--- src/rtl/pulse_to_level.sv ---
// ---------------------------------------------------------------------------
// pulse_to_level
//
// Stretches single-cycle request pulses into level pulses of programmable
// length. Each served pulse drives `level` high for max(hold_len,1) cycles.
//
// Default build (queuing mode):
//   Pulses arriving while a hold is active are counted in `pending`. Each one
//   is served after a one-cycle low GAP. The pending count saturates; a pulse
//   that cannot be counted is dropped and sets the sticky `overflow` flag.
//
// Optional build, macro PULSE_TO_LEVEL_RETRIGGER_EN (retrigger mode):
//   A pulse during a hold restarts the hold from the current hold_len. There
//   is no queue: `pending` and `overflow` are tied to zero and GAP is never
//   entered.
//
// Parameters:
//   HOLD_W   width of hold_len and of the internal hold counter
//   PEND_W   width of the pending-pulse counter
//
// Ports:
//   clk       system clock, all state updates on the rising edge
//   rst       asynchronous, active-low reset
//   pulse     single-cycle request, sampled every rising edge
//   hold_len  level length in cycles (0 behaves as 1), sampled on HOLD entry
//   clr       synchronous clear of the overflow flag
//   level     registered stretched output, high only in HOLD
//   busy      high whenever the FSM is not in IDLE (decoded from state)
//   pending   number of queued pulses not yet served
//   overflow  sticky flag, set when a pulse is dropped
// ---------------------------------------------------------------------------
module pulse_to_level #(
  parameter int unsigned HOLD_W = 8,
  parameter int unsigned PEND_W = 4
) (
  input  logic              clk,
  input  logic              rst,
  input  logic              pulse,
  input  logic [HOLD_W-1:0] hold_len,
  input  logic              clr,
  output logic              level,
  output logic              busy,
  output logic [PEND_W-1:0] pending,
  output logic              overflow
);

  typedef enum logic [1:0] {
    IDLE = 2'd0,
    HOLD = 2'd1,
    GAP  = 2'd2
  } state_e;

  localparam logic [HOLD_W-1:0] HOLD_ONE = HOLD_W'(1);

  state_e            state_q, state_d;
  logic [HOLD_W-1:0] cnt_q,   cnt_d;
  logic              level_q, level_d;

  // Hold length to load on every entry to HOLD; a zero request still gives
  // one cycle of level.
  logic [HOLD_W-1:0] hold_load;
  // Current cycle is the final cycle of the active hold.
  logic              last_hold;

  assign hold_load = (hold_len == '0) ? HOLD_ONE : hold_len;
  assign last_hold = (state_q == HOLD) && (cnt_q <= HOLD_ONE);

`ifdef PULSE_TO_LEVEL_RETRIGGER_EN

  // -------------------------------------------------------------------------
  // Retrigger mode: no queue, so the pending/overflow path does not exist.
  // -------------------------------------------------------------------------
  logic unused_clr;
  assign unused_clr = clr;

  // Next-state / counter logic.
  always_comb begin
    // NOTE: every always_comb output gets a default first so no path can
    // leave it unassigned, which would otherwise infer a latch.
    state_d = state_q;
    cnt_d   = cnt_q;
    unique case (state_q)
      IDLE: begin
        if (pulse) begin
          state_d = HOLD;
          cnt_d   = hold_load;
        end
      end
      HOLD: begin
        if (pulse) begin
          // Restart the hold; level stays high without a break.
          cnt_d = hold_load;
        end else if (last_hold) begin
          state_d = IDLE;
          cnt_d   = cnt_q - HOLD_ONE;
        end else begin
          cnt_d = cnt_q - HOLD_ONE;
        end
      end
      default: begin
        // GAP is unreachable in this mode; recover to IDLE.
        state_d = IDLE;
      end
    endcase
  end

  assign pending  = '0;
  assign overflow = 1'b0;

`else

  // -------------------------------------------------------------------------
  // Queuing mode: pending counter and sticky overflow flag.
  // -------------------------------------------------------------------------
  localparam logic [PEND_W-1:0] PEND_ONE = PEND_W'(1);
  localparam logic [PEND_W-1:0] PEND_MAX = '1;

  logic [PEND_W-1:0] pend_q, pend_d;
  logic              ovf_q,  ovf_d;

  logic queue_req;  // a pulse that must be queued (hold or gap active)
  logic serve;      // GAP moves to HOLD, consuming one queued pulse
  logic drop;       // pulse arrived with the queue full and nothing leaving

  assign queue_req = pulse && (state_q != IDLE);
  assign serve     = (state_q == GAP) && (pend_q != '0);

  // Pending counter and overflow flag.
  always_comb begin
    pend_d = pend_q;
    drop   = 1'b0;
    if (serve && queue_req) begin
      // One pulse leaves and one arrives: count is unchanged, nothing lost.
      pend_d = pend_q;
    end else if (serve) begin
      pend_d = pend_q - PEND_ONE;
    end else if (queue_req) begin
      if (pend_q == PEND_MAX) begin
        drop = 1'b1;
      end else begin
        pend_d = pend_q + PEND_ONE;
      end
    end

    // A drop in the same cycle as clr keeps the flag set.
    if (drop) begin
      ovf_d = 1'b1;
    end else if (clr) begin
      ovf_d = 1'b0;
    end else begin
      ovf_d = ovf_q;
    end
  end

  // Next-state / counter logic. The exit from HOLD looks at pend_d so that a
  // pulse on the final hold cycle is already counted and forces GAP.
  always_comb begin
    state_d = state_q;
    cnt_d   = cnt_q;
    unique case (state_q)
      IDLE: begin
        if (pulse) begin
          state_d = HOLD;
          cnt_d   = hold_load;
        end
      end
      HOLD: begin
        cnt_d = cnt_q - HOLD_ONE;
        if (last_hold) begin
          state_d = (pend_d != '0) ? GAP : IDLE;
        end
      end
      GAP: begin
        state_d = HOLD;
        cnt_d   = hold_load;
      end
      default: begin
        state_d = IDLE;
      end
    endcase
  end

  always_ff @(posedge clk or negedge rst) begin
    if (!rst) begin
      pend_q <= '0;
      ovf_q  <= 1'b0;
    end else begin
      pend_q <= pend_d;
      ovf_q  <= ovf_d;
    end
  end

  assign pending  = pend_q;
  assign overflow = ovf_q;

`endif

  // -------------------------------------------------------------------------
  // Output logic: level is registered from the next state so it lines up
  // with HOLD exactly; busy is a pure decode of the current state.
  // -------------------------------------------------------------------------
  always_comb begin
    level_d = (state_d == HOLD);
  end

  assign busy  = (state_q != IDLE);
  assign level = level_q;

  // -------------------------------------------------------------------------
  // State register.
  // -------------------------------------------------------------------------
  // NOTE: sequential state uses non-blocking assignments so every flop samples
  // the pre-edge values regardless of block ordering; the asynchronous reset
  // clears every flop here, including the counter, so no stale hold survives.
  always_ff @(posedge clk or negedge rst) begin
    if (!rst) begin
      state_q <= IDLE;
      cnt_q   <= '0;
      level_q <= 1'b0;
    end else begin
      state_q <= state_d;
      cnt_q   <= cnt_d;
      level_q <= level_d;
    end
  end

endmodule
--- config.mk ---
export PLATFORM = sky130hd
export DESIGN_NAME = pulse_to_level
export DESIGN_NICKNAME = d
export VERILOG_FILES = /design/src/rtl/pulse_to_level.sv
export SDC_FILE = /design/constraint.sdc
export NUM_CORES = 1
export LEC_CHECK = 0
export ABC_AREA = 1
export CORE_AREA = 2 2 52 54
export CTS_BUF_LIST = sky130_fd_sc_hd__clkbuf_16
export CTS_CLUSTER_DIAMETER = 50
export CTS_CLUSTER_SIZE = 20
export DETAILED_ROUTE_END_ITERATION = 10
export DIE_AREA = 0 0 54 56
export GPL_TIMING_DRIVEN = 0
export PLACE_DENSITY = 0.7
export SLEW_MARGIN = 20
export SYNTH_ARGS = -nofsm -noshare
export SYNTH_HDL_FRONTEND = slang
export SYNTH_SLANG_ARGS = --single-unit
--- constraint.sdc ---
create_clock -name clk -period 1.4 [get_ports clk]
set_input_delay 0.21 -clock clk [delete_from_list [all_inputs] [get_ports clk]]
set_output_delay 0.21 -clock clk [all_outputs]
set_load 0.02 [all_outputs]
Yosys cells after proc, flatten, opt, wreduce, memory -nomap -nowiden
Cells that the tools add are included.
W data, S select, Z words.
{ "totals": {"reg_bits": 16, "latchBits": 0, "mem_bits_rw": 0, "rom_bits": 0, "inputBits": 12, "out_inout_bits": 7, "n_memories": 0} }
{ "classes": {"n_addsub": 3, "multipliers": 0, "n_div": 0, "magnitude_cmp": 1, "n_eq_ne": 5, "n_shift": 0, "mux": 17, "bitwise": 0, "n_reduce_logical": 12} }
{ "op_table": {"columns": ["cell", "count"], "rows": [
  ["$pmux W8 S3", 1],
  ["$mux W4", 4],
  ["$mux W8", 2],
  ["$le A8 B1 Y1 const B", 1],
  ["$logic_not A8 Y1", 1],
  ["$reduce_bool A4 Y1", 2],
  ["$sub A8 B1 Y8 const B", 1],
  ["$mux W1", 6],
  ["$mux W2", 3],
  ["$pmux W2 S3", 1],
  ["$add A4 B1 Y4 const B", 1],
  ["$eq A2 B1 Y1 const B", 2],
  ["$eq A4 B4 Y1 const B", 1],
  ["$logic_and A1 B1 Y1", 4],
  ["$reduce_bool A2 Y1", 2],
  ["$sub A4 B1 Y4 const B", 1],
  ["$reduce_bool A3 Y1", 1],
  ["$eq A2 B2 Y1 const B", 1],
  ["$logic_not A2 Y1", 1],
  ["$ne A2 B2 Y1 const B", 1],
  ["$reduce_and A2 Y1", 1]
]} }

Longest topological paths before layout
{ "logic_depth": {"word_depth": 10, "mapped_depth": 11} }

Worst setup path before layout
No wires, ideal clock.
{ "synth_path": {"path_kind": "register to register", "from": "reg pend_q[0] (netlist: pending[0])", "to": "reg state_q[1]", "setup_ps": 115, "t_arrival_ps": 1488, "required_ps": 1285, "setup_slack_ps": -204, "stages_incl_launch_ff": 11, "period_less_slack_ps": 1604, "path_cell_list": "dfrtp_1 inv_1 ha_1 nand3_1 nand2_2 nand2_1 nand3_1 nand2_1 nand3_1 nor2_1 nor2_1"} }
{ "synth_between": {"elab_chain_cells": 9, "word_cells_on_any_way": 14, "classes_between": "add/sub: 2; eq/ne: 1; mux: 7; reduce/logical: 4"} }
{ "synth_rtl": {"columns": ["item", "line_no", "source"], "rows": [
  ["from (decl)", "118", "logic [PEND_W-1:0] pend_q, pend_d;"],
  ["from (signal assigned)", "188", "pend_q <= pend_d;"],
  ["$add A4 B1 Y4 / $eq A4 B4 Y1 (equally long branches)", "141, 138", null],
  ["$mux W4", "138", "if (pend_q == PEND_MAX) begin"],
  ["$mux W4", "137", "end else if (queue_req) begin"],
  ["$mux W4", "135", "end else if (serve) begin"],
  ["$mux W4 (*)", "132", "if (serve && queue_req) begin"],
  ["$reduce_bool A4 Y1 (*)", "170", "state_d = (pend_d != '0) ? GAP : IDLE;"],
  ["$mux W2 (*)", "170", null],
  ["$mux W2 (*)", "169", "if (last_hold) begin"],
  ["$pmux W2 S3 (*)", "160", "unique case (state_q)"],
  ["net state_d[1]", "55", "state_e state_q, state_d;"],
  ["to (signal assigned)", "221", "state_q <= state_d;"],
  ["to (decl)", "55", null]
]} }
The timed path passes the listed nets; every way through them passes the cells marked *.
A chain may end at the register's enable or synchronous reset.

Worst setup path after layout
Same ends and word-level chain as after synthesis.

==> flow_metrics.py <==
metrics = {
    "drt": {
        "drt-pass1-iter-count": 4,
        "avgViaCountPerCell": 5.312,
        "vias": 1158,
        "routedWlPerCell_um": 13.54,
        "drtIter0Drc": 37,
        "drt-total-wl_um": 2952,
        "antenna_left": 0,
        "route.detailed.drc": 0,
    },
    "critical_path": {
        "max_stage_delay_ps": 420,
        "regToRegSetupSlack_ps": -190,
        "path_buf_inv": 0,
        "ff2ff_path_depth": 10,
        "worst-path-stages": 10,
        "cp_data_arrival_time_ps": 1720,
        "cp_max_fo": 5,
        "cp_cell_sequence": "ha_4 -> nand3_1 -> nand2_1 -> nand2_1 -> nand3_1 -> nand2_2 -> nor2_4 -> nand2_2 -> nor2_2 -> nor2_1",
        "cp-end-kind": "flip-flop",
        "cp_top_family": "simple AND/OR/NAND/NOR gates",
        "criticalPathCategory": "reg2reg",
        "required_ps": 1530,
        "start_kind": "flip-flop",
        "crit_slowest_cell": "dfrtp_2",
    },
    "clocking": {
        "clock_latency_ps": 240,
        "clockBufferDepth": 2,
        "clk_pin_slew_ps": 50,
        "ctsHtreeMaxLevel": 1,
        "cts_root_buffer": "clkbuf_16",
        "cts_sinks": 16,
        "postCtsHoldBufs": 0,
        "cts_tree": "built",
        "cts_buffers": 3,
    },
    "timing": {
        "worst_pin_slew_ps": 702.6,
        "layout_setup_ws_ps": -194.6,
        "holdWs_ps": 389.6,
        "setup_viol": 5,
        "finalHoldViolCount": 0,
        "slew_headroom_pct": 53.01,
        "skew_ps": 0.9938,
        "drv_slew": 0,
        "post-route-period-util_pct": 113.9,
        "fmax_mhz": 627.1,
        "period_minus_slack_ps": 1595,
        "rsz0062_at_grt": "yes",
    },
    "status": {
        "violations": "setup timing",
        "outcome": "finished with violations",
    },
    "logic_synthesis": {
        "ys_warn_count": 0,
        "ys_ff_latch": 16,
        "syn_area_mm2": 0.001062,
        "netlist.area_leader.share_pct": 37.69,
        "synth_area_leaders": "dfrtp_1, nand2_1, nand3_1, inv_1, nor2_1",
        "synth_nets": 172,
        "synth.yosys.seq_area_share_pct": 37.69,
        "yosysTopAreaCell": "dfrtp_1",
        "syn_avg_cell_area_um2": 6.809,
        "ys_types": 19,
        "netlist_instances": 156,
    },
    "floorplan": {
        "die_h_um": 56,
        "die_area_mm2": 0.003024,
        "core_area_mm2": 0.002432,
        "io_pins": 19,
        "initial_utilization_pct": 43.67,
        "num_rows": 18,
        "die_w_um": 54,
    },
    "finish": {
        "final_common_cell": "nand2_1",
        "n_antenna_cell": 0,
        "layout.cells.non_filler": 218,
        "layout-drive-gt1-share_pct": 26.60,
        "layout.nets": 205,
        "most-common-layout-cells": "nand2_1, nand3_1, inv_1",
        "final_cell_area_mm2": 0.001589,
        "area_growth_pct": 49.59,
    },
    "global_route": {
        "grt_max_degree": 17,
        "grt_pass1_vias": 1073,
        "grt_usage_pct": 19.59,
        "antenna_found_initial": 0,
        "grt-ovfl-total": 0,
        "grt_pass1_wl_um": 4429,
    },
    "placed_design": {
        "dpl.hpwl_um": 1894,
        "place_area_mm2": 0.001320,
        "portBuffers": 18,
        "place.gp.congestion": 0.9418,
        "dpl.cell_count": 204,
    },
    "pwr": {
        "leakage_uw": 0.0007461,
        "powerDensity_mw_per_mm2": 2317,
        "power_uw": 3682,
        "ir_drop_mv": 1.264,
    },
    "worst_hold_path": {
        "hold_path_class": "in2async",
    },
    "job": {
        "drv_cap": 0,
    },
}
## final cells by class
cell class | instances | area [um^2]
Inverter | 25 | 96.34
Multi-Input combinational cell | 114 | 708.2
Timing Repair Buffer | 28 | 256.5
Tap cell | 30 | 37.54
Clock buffer | 3 | 75.07
Sequential cell | 16 | 404.1
Clock inverter | 1 | 3.754
Buffer | 1 | 7.507
Fill cell | 211 | 843.3
## per-layer routing
layer  share of wire (%)  track usage, %  vias to the layer above
met5                   0               0                        -
met4                 3.2           9.286                        0
met3                 4.1           2.688                       11
met2                  55           35.19                       43
met1                  38           21.58                      534
li1                    -               -                      570
## what timing repair did
action	4_1_cts	5_1_grt
setup endpoints to repair	18	13
pin swaps	3	16
resized for setup	26	21
buffers inserted	5	5
## cells in the mapped netlist, drive strengths merged
master,number
nor4,2
nand4,2
ha,4
a21oi,5
nand3,19
nor3,3
inv,25
xor2,3
o211ai,3
a22oi,3
o21ai,8
nor2,17
dfrtp,16
buf,1
nand2,45
## where the power goes
group          switching (uW)  total (uW)  internal, uW  leakage [uW]
Clock                     170         548           378     0.0000385
Sequential                261         961           700      0.000183
Combinational            1270        2170           907      0.000524
## sequential cells by signal (all words and copies together) (netlist names)
signal    cells
pending       4
overflow      1
level         1
state_q       2
cnt_q         8
## metrics by stage
step / TNS (ps) / setup WS (ps) / util [%]
after global placement: -4385 / -467.7 / 54.27
after global routing: -862.2 / -310.5 / 65.33
after floorplan: -28.02 / -28.02 / -
final: -360.9 / -194.6 / 65.33
after CTS: -99.60 / -87.57 / 60.85
after detailed placement: -4415 / -444.2 / 54.27
## path summary, 6_finish.rpt
kind                                 startpoint                   end
max in group asynchronous                   rst  state_q[0]$_DFF_PN0_
min in group clk                          pulse  overflow$_DFFE_PN0P_
max                        pending[0]$_DFF_PN0_  state_q[1]$_DFF_PN0_
min reg2reg                overflow$_DFFE_PN0P_  overflow$_DFFE_PN0P_
min                                         rst  cnt_q[1]$_DFFE_PN0P_
max reg2reg                pending[0]$_DFF_PN0_  state_q[1]$_DFF_PN0_
## cells by family (layout without fill, tap and decap cells)
family	Yosys count	in the layout	share of synthesized area (%)
AOI/OAI and AO/OA	19	19	10.72
xor gates and xnor gates	3	3	2.474
adders and majority gates	4	4	4.712
buffers and inverters	26	58	9.305
DFF	16	16	37.69
and+or+nand+nor	88	88	35.10
Note: power is estimated with default switching activity, not from simulation.
